[config.mk]
export PLATFORM = sky130hd
export DESIGN_NAME = counter_arbiter
export DESIGN_NICKNAME = d
export VERILOG_FILES = /design/src/rtl/counter_arbiter.sv
export SDC_FILE = /design/constraint.sdc
export NUM_CORES = 1
export LEC_CHECK = 0
export CORE_ASPECT_RATIO = 2
export CORE_MARGIN = 2
export CORE_UTILIZATION = 43
export CTS_CLUSTER_DIAMETER = 200
export DETAILED_ROUTE_END_ITERATION = 12
export PLACE_DENSITY = 0.77
export SETUP_SLACK_MARGIN = 0.15
export SYNTH_ARGS = -nofsm -noshare
export SYNTH_HDL_FRONTEND = slang
export SYNTH_SLANG_ARGS = --single-unit
[constraint.sdc]
create_clock -name in_clk -period 2.6 [get_ports in_clk]
set_clock_uncertainty 0.1 [all_clocks]
set_input_delay 0.78 -clock in_clk [delete_from_list [all_inputs] [get_ports in_clk]]
set_output_delay 0.78 -clock in_clk [all_outputs]
set_load 0.02 [all_outputs]
[src/rtl/counter_arbiter.sv]
// counter_arbiter
// ---------------
// Shares one BITS-wide cycle counter among NUM_REQ requesters. A winner is
// chosen in Idle, its run length is latched, and the counter steps from 0 up
// to that length while a one-hot grant is held. A one-cycle done pulse
// follows, and the arbiter returns to Idle.
//
// Winner selection:
//   COUNTER_ARBITER_ROUNDROBIN_EN defined   : the search starts at the
//                                             round-robin pointer and wraps.
//   COUNTER_ARBITER_ROUNDROBIN_EN undefined : fixed priority, lowest index
//                                             wins. The pointer is still
//                                             maintained but not used.
//
// Ports
//   in_clk        clock, all state changes on the rising edge
//   in_rst        synchronous active-high reset
//   in_req        per-requester level request
//   in_len        packed run lengths, requester i at [i*BITS +: BITS]
//   out_grant     one-hot owner of the counter, zero when no owner
//   out_done      one-cycle completion pulse to the owner
//   out_busy      high while the arbiter is not Idle
//   out_ctr       current counter value
//   out_dbg_state FSM state (0 Idle, 1 Count, 2 Finished)
//   out_dbg_ptr   round-robin pointer
//
// Handshake: in_req is a level request with no ready/ack of its own. It is
// accepted on a rising edge where the arbiter is Idle and the requester wins;
// out_grant rising is the acknowledgement. Dropping in_req after that does
// not abort the run, and in_len is ignored once latched. A request still
// held after the done pulse is treated as a fresh request in the next Idle.

module counter_arbiter #(
  parameter int NUM_REQ = 4,
  parameter int BITS    = 8
) (
  input  logic                        in_clk,
  input  logic                        in_rst,
  input  logic [NUM_REQ-1:0]          in_req,
  input  logic [NUM_REQ*BITS-1:0]     in_len,
  output logic [NUM_REQ-1:0]          out_grant,
  output logic [NUM_REQ-1:0]          out_done,
  output logic                        out_busy,
  output logic [BITS-1:0]             out_ctr,
  output logic [1:0]                  out_dbg_state,
  output logic [$clog2(NUM_REQ)-1:0]  out_dbg_ptr
);

  localparam int IDX_W = $clog2(NUM_REQ);

  typedef enum logic [1:0] {
    S_IDLE     = 2'd0,
    S_COUNT    = 2'd1,
    S_FINISHED = 2'd2
  } state_e;

  state_e             state_q, state_d;
  logic [BITS-1:0]    ctr_q, ctr_d;
  logic [BITS-1:0]    len_q, len_d;
  logic [IDX_W-1:0]   idx_q, idx_d;
  logic [IDX_W-1:0]   ptr_q, ptr_d;
  logic [NUM_REQ-1:0] grant_q, grant_d;
  logic [NUM_REQ-1:0] done_q, done_d;
  logic               busy_q, busy_d;

  logic [IDX_W-1:0]   winner;
  logic               any_req;

  assign any_req = |in_req;

  // Winner selection. Both loops walk from the far end back toward the
  // preferred start, so the last assignment (closest to the start) wins.
  always_comb begin
    winner = '0;
`ifdef COUNTER_ARBITER_ROUNDROBIN_EN
    for (int off = NUM_REQ - 1; off >= 0; off--) begin
      logic [IDX_W:0]   sum;
      logic [IDX_W-1:0] cand;
      sum = {1'b0, ptr_q} + (IDX_W+1)'(off);
      if (sum >= (IDX_W+1)'(NUM_REQ)) begin
        sum = sum - (IDX_W+1)'(NUM_REQ);
      end
      cand = sum[IDX_W-1:0];
      if (in_req[cand]) begin
        winner = cand;
      end
    end
`else
    for (int i = NUM_REQ - 1; i >= 0; i--) begin
      if (in_req[i]) begin
        winner = IDX_W'(i);
      end
    end
`endif
  end

  // State register: every flop in the block, including the registered outputs.
  always_ff @(posedge in_clk) begin
    if (in_rst) begin
      state_q <= S_IDLE;
      ctr_q   <= '0;
      len_q   <= '0;
      idx_q   <= '0;
      ptr_q   <= '0;
      grant_q <= '0;
      done_q  <= '0;
      busy_q  <= 1'b0;
    end else begin
      state_q <= state_d;
      ctr_q   <= ctr_d;
      len_q   <= len_d;
      idx_q   <= idx_d;
      ptr_q   <= ptr_d;
      grant_q <= grant_d;
      done_q  <= done_d;
      busy_q  <= busy_d;
    end
  end

  // Next-state logic.
  always_comb begin
    state_d = state_q;
    ctr_d   = ctr_q;
    len_d   = len_q;
    idx_d   = idx_q;
    ptr_d   = ptr_q;
    case (state_q)
      S_IDLE: begin
        if (any_req) begin
          state_d = S_COUNT;
          idx_d   = winner;
          len_d   = in_len[winner*BITS +: BITS];
          ctr_d   = '0;
        end
      end
      S_COUNT: begin
        // Stopping at equality means the all-ones length ends at all-ones
        // and the counter never wraps.
        if (ctr_q == len_q) begin
          state_d = S_FINISHED;
        end else begin
          ctr_d = ctr_q + 1'b1;
        end
      end
      S_FINISHED: begin
        state_d = S_IDLE;
        ptr_d   = (idx_q == IDX_W'(NUM_REQ - 1)) ? '0 : idx_q + 1'b1;
      end
      default: begin
        state_d = S_IDLE;
      end
    endcase
  end

  // Output logic: decoded from the next state so that the output flops line
  // up with the state they describe.
  always_comb begin
    grant_d = '0;
    done_d  = '0;
    busy_d  = (state_d != S_IDLE);
    if (state_d == S_COUNT) begin
      grant_d[idx_d] = 1'b1;
    end
    if (state_d == S_FINISHED) begin
      done_d[idx_d] = 1'b1;
    end
  end

  assign out_grant     = grant_q;
  assign out_done      = done_q;
  assign out_busy      = busy_q;
  assign out_ctr       = ctr_q;
  assign out_dbg_state = state_q;
  assign out_dbg_ptr   = ptr_q;

endmodule
# [Yosys cells after proc, flatten, opt, wreduce, memory -nomap -nowiden]
# Cells that the tools add are included.
[totals] regBits=31 input_bits=38 out_inout_bits=21 word_cells=47
[classes] n_addsub=2 n_lt_le_gt_ge=2 n_eq_ne=8 shift=1 mux=15 bitwise=2 n_reduce_logical=9
[op_table] op="$shiftx 32x6->8" count=1
[op_table] op="$mux 2" count=9
[op_table] op="$mux 8" count=2
[op_table] op="$pmux 8 s2" count=1
[op_table] op="$add 8x1->8 const B" count=1
[op_table] op="$eq 8x8->1" count=1
[op_table] op="$eq 2x2->1 const B" count=3
[op_table] op="$eq 2x1->1 const B" count=2
[op_table] op="$ne 2x2->1 const B" count=2
[op_table] op="$pmux 2 s2" count=1
[op_table] op="$reduce_bool 2->1" count=2
[op_table] op="$reduce_or 2->1" count=2
[op_table] op="$reduce_or 4->1" count=1
[op_table] op="$lt 2x3->1 const B" count=1
[op_table] op="$reduce_and 3->1" count=1
[op_table] op="$add 2x1->2 const B" count=1
[op_table] op="$demux 1 s2" count=1
[op_table] op="$ge 2x1->1 const B" count=1
[op_table] op="$logic_not 2->1" count=1
[op_table] op="$not 1->1" count=2
[op_table] op="$reduce_and 2->1" count=1
[op_table] op="$logic_and 1x1->1" count=1
[op_table] op="$mux 1" count=1

# [Depth between registers and ports, before layout]
# Gate-level depths: netlist of the first run.
[depth] word_depth=10 depth_mapped=6

# [Worst setup path after synthesis of the first run]
# OpenSTA, ideal clock, no wires.
[synth_timing] path_type="in2reg" startpoint="input in_req[1]" endpoint="register done_q[3], in the netlist out_done[3]" t_arrival_ps=2033 t_required_ps=2384 setup_slack_ps=352 path_stages=5 path_cell_list="or4_1 -> and2_1 -> buf_6 -> mux2i_4 -> and3b_1"
[synth_between] elab_chain_cells=8 elab_cells_between_ends=15 classes_between="order compare: 2; eq/ne: 1; mux: 8; bitwise: 1; reduce/logical: 3"
[synth_lines] item="from (decl)" line="39" rtl="input logic [NUM_REQ-1:0] in_req,"
[synth_lines] item="$mux 2 (2 in a row)" line="90" rtl="if (in_req[i]) begin"
[synth_lines] item="$mux 2" line="129" rtl="if (any_req) begin"
[synth_lines] item="$mux 2" line="127" rtl="case (state_q)"
[synth_lines] item="$lt 2x3->1 (implied by the code) / $ge 2x1->1 (equally long branches)" line="165" rtl="done_d[idx_d] = 1'b1;"
[synth_lines] item="$logic_and 1x1->1 (implied by the code)" line="165"
[synth_lines] item="$mux 1 (implied by the code)" line="165"
[synth_lines] item="$demux 1 s2" line="165"
[synth_lines] item="to (signal assigned)" line="115" rtl="done_q <= done_d;"
[synth_lines] item="to (decl)" line="63" rtl="logic [NUM_REQ-1:0] done_q, done_d;"
# Parallel ways exist; a longest one is shown, timed or not.
# A chain may end at the register's enable or synchronous reset.

# [Final worst setup path of the first run]
[layout_timing] startpoint="register ctr_q[0], in the netlist out_ctr[0]" endpoint="output out_ctr[0]"
[layout_rtl] item="from (decl)" line="58" rtl="logic [BITS-1:0] ctr_q, ctr_d;"
[layout_rtl] item="from (signal assigned)" line="110" rtl="ctr_q <= ctr_d;"
[layout_rtl] item="to (decl)" line="44" rtl="output logic [BITS-1:0] out_ctr,"
# No word-level cell between the ends.

==> results of run 1 <==
power groups by stage:
stage,clock [mW],combinational (mW),sequential (mW)
2_1_floorplan,0,0.172,0.565
3_3_place_gp,0,0.335,0.550
4_1_cts,0.509,0.342,0.540
3_5_place_dp,0,0.339,0.550
5_1_grt,0.524,0.385,0.545
6_report,0.497,0.348,0.541
cell families after synthesis:
group                      share of synthesized area [%]
buffers and inverters                               3.31
DFF                                                 41.1
and+or+nand+nor                                     26.7
adders and majority gates                           1.66
xor gates and xnor gates                            5.22
AOI/OAI and AO/OA                                   17.2
muxes                                               4.81
area by class of cell:
class	instances	area [um2]
Tap cell	32	40.0
Clock inverter	2	35.0
Sequential cell	31	621
Clock buffer	6	82.6
Timing Repair Buffer	71	691
Multi-Input combinational cell	131	856
Inverter	4	15.0
Fill cell	268	1040
routing by layer:
layer / track usage (%) / wire length [um]
met1: 21.2 / 1400
met2: 37.6 / 2080
met3: 4.54 / 129
met4: 13.0 / 151
met5: 0 / 0
layout by cell type (no fill, tap or decap), types with 2 or more instances in the layout:
master	count
nor4_1	3
buf_4	12
clkdlybuf4s50_1	58
nor2_2	2
nand4_1	2
nor2_1	15
nand2b_1	9
and3b_1	2
clkbuf_8	6
mux2i_1	5
and4_1	3
nand3b_1	3
a21oi_1	21
dfxtp_1	31
nand2_1	17
ha_1	2
nor3_1	2
inv_1	4
nand3_1	4
xor2_1	8
o211ai_1	7
o22ai_1	8
cells in the mapped netlist (4+ instances only):
cell type   n
nand3_1     4
nand2b_1    9
nand2_1    17
mux2i_1     5
a21oi_1    21
clkbuf_1    4
o22ai_1     8
inv_1       4
dfxtp_1    31
o211ai_1    7
xor2_1      8
nor2_1     15
worst register-to-register path, cell delays in order, from the launching register on:
cell,delay (ns)
dfxtp_1,0.49
xor2_1,0.19
nor4_1,0.10
a21oi_1,0.72
and4_1,0.32
mux2i_1,0.20
per-stage QoR:
stage | hold WS, ns | TNS, ns | setup slack, ns | utilization [%]
6_report | 0.361 | 0 | 0.269 | 69.3
5_1_grt | 0.378 | 0 | 0.177 | 69.3
3_3_place_gp | 0.343 | -0.343 | -0.0985 | 65.3
2_1_floorplan | 0.348 | 0 | 0.352 | -
4_1_cts | 0.361 | 0 | 0.163 | 68.8
3_5_place_dp | 0.351 | -0.889 | -0.152 | 65.3
final timing paths:
kind | startpoint | to | slack, ns | cells after the start
worst min-delay path | out_dbg_ptr[0]$_SDFFE_PP0N_ | out_dbg_ptr[0]$_SDFFE_PP0N_ | 0.36 | 2
worst max-delay path | out_ctr[0]$_SDFFE_PP0P_ | out_ctr[0] | 0.27 | 1
worst max register to register | out_ctr[2]$_SDFFE_PP0P_ | out_ctr[4]$_SDFFE_PP0P_ | 0.42 | 5
worst min register to register | out_dbg_ptr[0]$_SDFFE_PP0N_ | out_dbg_ptr[0]$_SDFFE_PP0N_ | 0.36 | 2
sequential cells by signal (all words and copies together), names as in the netlist:
register,flops
idx_q,2
len_q,8
out_busy,1
out_ctr,8
out_dbg_ptr,2
out_dbg_state,2
out_done,4
out_grant,4
==> results by group, run 1 <==
Outcome
  • Status: completed

Placed design
  • Port-buffer cells: 58
  • Routability cong.: 0.790
  • Post-Place Cells: 268
  • Hpwl dp: 2830 um
  • Placement Cell Area: 2210 um2

Synthesis
  • Async SR Flop Fraction: 0%
  • #FFs+latches synth: 31
  • Yosys top cell by area: dfxtp_1
  • Register area share after synthesis: 41.1%
  • Cell count after synthesis: 172
  • EDFF count, synth: 0
  • Netlist cell types: 40
  • Yosys warning total: 0
  • Synth Area per Inst: 8.78 um2
  • Synth top area share: 41.1%
  • Mapped Area: 1510 um2
  • Top FF cell, synth: dfxtp_1
  • Syn_nets: 212
  • Top cells by area, synth: dfxtp_1 41%, a21oi_1 7.0%, xor2_1 4.6%

Timing
  • Max Slew Vio Count: 0
  • Fin crit period: 2.33 ns
  • Max frequency: 429 MHz
  • Worst slew pin tran: 0.884 ns
  • Final setup violation count: 0
  • Final Cycle Share: 89.7%
  • Final Hold Vio Count: 0
  • Slew HR: 41.1%
  • RSZ-0062 raised after global routing: false

Pwr
  • Power share of the sequential group: 39.0%
  • Power Total: 1.39 mW
  • Power Density: 592 nW/um2
  • Sw frac: 27.6%
  • Net load switching power: 0.382 mW
  • Internal power: 1.00 mW
  • Static Leak: 0.942 nW
  • Max VDD drop: 504 uV
  • Comb power frac: 25.1%
  • Clock network power share: 35.9%

Detailed routing
  • Final ANT Viol Nets: 0
  • Residual DRC: 0
  • DR iter-0 viols: 17
  • WL/cell: 13.6 um
  • Routed WL: 3760 um
  • Via count: 1,511
  • DRT Pass-1 Iters: 4
  • DR vias/cell: 5.45

CTS
  • Clk_lat worst skew: 0.29 ns
  • Post-CTS setup buffers: 0
  • H-tree depth: 2
  • Worst-path clk slew: 0.07 ns
  • # clock sinks: 31
  • Resize count post-CTS: 0
  • CTS tree: built
  • Root Driver: clkbuf_8
  • Max Buffers Root-to-Sink: 2
  • CTS Hold Buffers Added: 0
  • Num CTS Buffers: 5

Critical path
  • Worst path required time: 1.72 ns
  • Bufs and invs on worst path: 1
  • Worst setup path category: reg -> out
  • Worst Path Arrival: 1.45 ns
  • Startpoint Class: flip-flop
  • Worst path cell trace: clkdlybuf4s50_1
  • Critical path endpoint category: output port
  • Crit path largest cell delay: 0.67 ns
  • Crit Path Max Fanout: 8
  • Delay-heaviest family, CP: buffers and inverters
  • Slowest cell on crit path: clkdlybuf4s50_1

Global routing
  • Gr ovfl total: 0
  • GRT Total Usage: 21.3%
  • Initial antenna violation count: 0
  • Largest net degree at the start of global routing: 12
  • Number of global-route vias before repair: 1,468
  • Global-route wire length before repair: 6290 um

Die
  • Die Ht: 87.8 um
  • Initial Util: 44.7%
  • Core Region: 3380 um2
  • Std cell rows: 30
  • Ports: 59
  • DIE AREA: 4030 um2
  • Die W: 45.9 um

Job
  • # Max-Cap Violations: 0

Finish
  • Layout Cells excl Fill: 277
  • Antenna Cells: 0
  • Share of layout cells above drive strength 1: 12.2%
  • Final #Nets: 284
  • Synth-to-Final Area Change: 54.9%
  • Final instance area: 2340 um2

Worst hold path
  • Hold WC Path Type: reg -> reg
No activity file was read; power rests on OpenSTA's default activity.
==> inputs of run 2 (changes only) <==
--- a/config.mk
+++ b/config.mk
@@ -5,6 +5,7 @@
 export SDC_FILE = /design/constraint.sdc
 export NUM_CORES = 1
 export LEC_CHECK = 0
+export CAP_MARGIN = 20
 export CORE_ASPECT_RATIO = 2
 export CORE_MARGIN = 2
 export CORE_UTILIZATION = 43
==> results of run 2 <==
Final layout, timing and power as in run 1 (identical DEF).
==> inputs of run 3 (changes only) <==
--- a/config.mk
+++ b/config.mk
@@ -6,10 +6,11 @@
 export NUM_CORES = 1
 export LEC_CHECK = 0
 export CAP_MARGIN = 20
-export CORE_ASPECT_RATIO = 2
+export CORE_ASPECT_RATIO = 1.2
 export CORE_MARGIN = 2
 export CORE_UTILIZATION = 43
 export CTS_CLUSTER_DIAMETER = 200
+export CTS_CLUSTER_SIZE = 14
 export DETAILED_ROUTE_END_ITERATION = 12
 export PLACE_DENSITY = 0.77
 export SETUP_SLACK_MARGIN = 0.15
==> run 3 against run 2 <==
Compared with the run above: cell count is 1.1% higher; cell area shrank 0.69%; maximum frequency shrank 0.35%.
==> results by group, run 3 (same netlist as run 1, synthesis figures left out) <==
Outcome
  • Status: completed

CTS
  • Worst-path clk slew: 0.07 ns (about the same)
  • CTS tree: built
  • # clock sinks: 31 (unchanged)
  • H-tree depth: 2 (unchanged)
  • Post-CTS setup buffers: 0 (unchanged)
  • CTS Hold Buffers Added: 0 (unchanged)
  • Clk_lat worst skew: 0.27 ns (-0.02 ns)
  • Num CTS Buffers: 5 (unchanged)
  • Max Buffers Root-to-Sink: 2 (unchanged)
  • Root Driver: clkbuf_8

Critical path
  • Bufs and invs on worst path: 1 (unchanged)
  • Setup crit start: in_req[1]
  • Critical path endpoint: out_grant[1]$_SDFF_PP0_
  • Startpoint Class: input pin
  • R2r startpoint: out_ctr[2]$_SDFFE_PP0P_
  • Crit Path Max Fanout: 5 (-3)
  • Worst path cell trace: clkdlybuf4s50_1 > or4_1 > and2_4 > mux2i_2 > nor4_1
  • Critical path endpoint category: flip-flop
  • Worst Path Arrival: 2.43 ns (+0.98 ns)
  • Slowest cell on crit path: or4_1
  • Critical path depth: 5 (+4)
  • FF-to-FF setup slack: 0.44 ns (+0.02 ns)
  • Worst path required time: 2.69 ns (+0.97 ns)
  • Worst setup path category: in -> reg
  • Worst Reg-to-Reg Cells: 5 (unchanged)
  • End of the worst register-to-register path: out_ctr[4]$_SDFFE_PP0P_
  • Crit path largest cell delay: 0.57 ns (-0.10 ns)
  • Delay-heaviest family, CP: simple AND/OR/NAND/NOR gates

Placed design
  • Routability cong.: 0.807 (+2.1%)
  • Port-buffer cells: 58 (unchanged)
  • Placement Cell Area: 2180 um2 (-0.96%)
  • Post-Place Cells: 271 (+1.1%)
  • Hpwl dp: 3090 um (+9.0%)

Finish
  • Layout Cells excl Fill: 280 (+1.1%)
  • Footprint of the multi-input gates: 861 um2 (+0.58%)
  • Commonest cells after routing, fill and taps aside: 58 x clkdlybuf4s50_1, 31 x dfxtp_1, 21 x a21oi_1
  • Share of layout cells above drive strength 1: 11.5% (-0.72 points)
  • Storage cell area: 621 um2 (unchanged)
  • Fillers: 283 (+5.6%)
  • Final instance area: 2320 um2 (-0.69%)
  • Final #Nets: 282 (-0.70%)
  • Most common cell after layout, fill and taps aside: clkdlybuf4s50_1
  • Antenna Cells: 0 (unchanged)
  • Synth-to-Final Area Change: 53.9%

Timing
  • Setup TNS: 0 ns (unchanged)
  • Final Cycle Share: 90.0% (+0.31 points)
  • Final Hold Vio Count: 0 (unchanged)
  • Max frequency: 427 MHz (-0.35%)
  • RSZ-0062 raised after global routing: false
  • Max Slew Vio Count: 0 (unchanged)
  • Hold Worst Slack: 0.370 ns (+0.00949 ns)
  • Fin crit period: 2.34 ns (+0.00818 ns)
  • Final setup violation count: 0 (unchanged)
  • Worst slew pin tran: 0.872 ns (-0.0118 ns)
  • Slew HR: 41.9% (+0.79 points)

Die
  • Core Region: 3340 um2 (-1.2%)
  • DIE AREA: 4000 um2 (-0.66%)
  • Die Ht: 68.9 um (-22%)
  • Initial Util: 45.2% (+0.54 points)
  • Std cell rows: 23 (-23%)
  • Die W: 58.1 um (+27%)
  • Ports: 59 (unchanged)

Pwr
  • Static Leak: 0.929 nW (-1.5%)
  • Max VDD drop: 498 uV (-1.2%)
  • Power Total: 1.37 mW (-1.3%)
  • Power Density: 589 nW/um2 (-0.60%)

Detailed routing
  • Via count: 1,501 (-0.66%)
  • WL/cell: 14.3 um (+5.2%)
  • DR iter-0 viols: 86 (+69)
  • Residual DRC: 0 (unchanged)
  • DR vias/cell: 5.36 (-1.7%)
  • Routed WL: 4000 um (+6.4%)
  • DRT Pass-1 Iters: 4 (unchanged)
  • Final ANT Viol Nets: 0 (unchanged)

Global routing
  • Largest net degree at the start of global routing: 12 (unchanged)
  • Global-route wire length before repair: 6710 um (+6.6%)
  • Initial antenna violation count: 0 (unchanged)
  • Gr ovfl total: 0 (unchanged)
  • Number of global-route vias before repair: 1,555 (+5.9%)
  • GRT Total Usage: 21.6% (+0.32 points)

Worst hold path
  • Hold WC Path Type: reg -> reg

Job
  • # Max-Cap Violations: 0 (unchanged)
run 3: worst min path at each step:
stage	start	endpoint	cells past startpoint
floorplan	len_q[0]$_SDFFE_PP0P_	len_q[0]$_SDFFE_PP0P_	2
global placement	out_dbg_ptr[0]$_SDFFE_PP0N_	out_dbg_ptr[0]$_SDFFE_PP0N_	2
detailed placement	len_q[0]$_SDFFE_PP0P_	len_q[0]$_SDFFE_PP0P_	2
CTS	len_q[0]$_SDFFE_PP0P_	len_q[0]$_SDFFE_PP0P_	2
global route	len_q[0]$_SDFFE_PP0P_	len_q[0]$_SDFFE_PP0P_	2
finish	len_q[0]$_SDFFE_PP0P_	len_q[0]$_SDFFE_PP0P_	2
run 3: timing repair:
item                                    4_1_cts  5_1_grt
gates cloned                                  1        0
endpoints found under the setup margin        2       16
gates resized for setup                       0        3
endpoints found under the hold margin         0        0
run 3: area by class of cell:
cell class	count	area share [%]
repair buffers	69	28.5
flip-flops and latches	31	26.7
well taps	37	1.99
inverters	4	0.646
multi-input cells	131	37.0
clock buffers	6	3.55
clock inverters	2	1.51
run 3: metal layers:
layer  track usage (%)  up-vias  wire, um
met3              5.97        2       141
met4              6.40        0        16
met1              24.4      703      1740
li1                  -      761         -
met5                 0        -         0
met2              39.8       35      2100
run 3: through the flow:
step / utilization (%) / setup slack [ns]
4_1_cts: 69.4 / 0.156
3_5_place_dp: 65.4 / -0.145
5_1_grt: 69.6 / 0.194
6_report: 69.6 / 0.260
3_3_place_gp: 65.4 / -0.0886
2_1_floorplan: - / 0.352
run 3: worst min-delay path: cells and delay by family, from the launching register on:
kind | cells | cell delay (ns)
DFF | 1 | 0.32
and+or+nand+nor | 1 | 0.05
AOI/OAI and AO/OA | 1 | 0.05
run 3: where the power goes:
group,total (mW),switching (mW),internal [mW]
sequential,0.541,0.0299,0.511
combinational,0.337,0.165,0.172
clock,0.490,0.180,0.310
total,1.37,0.375,0.992
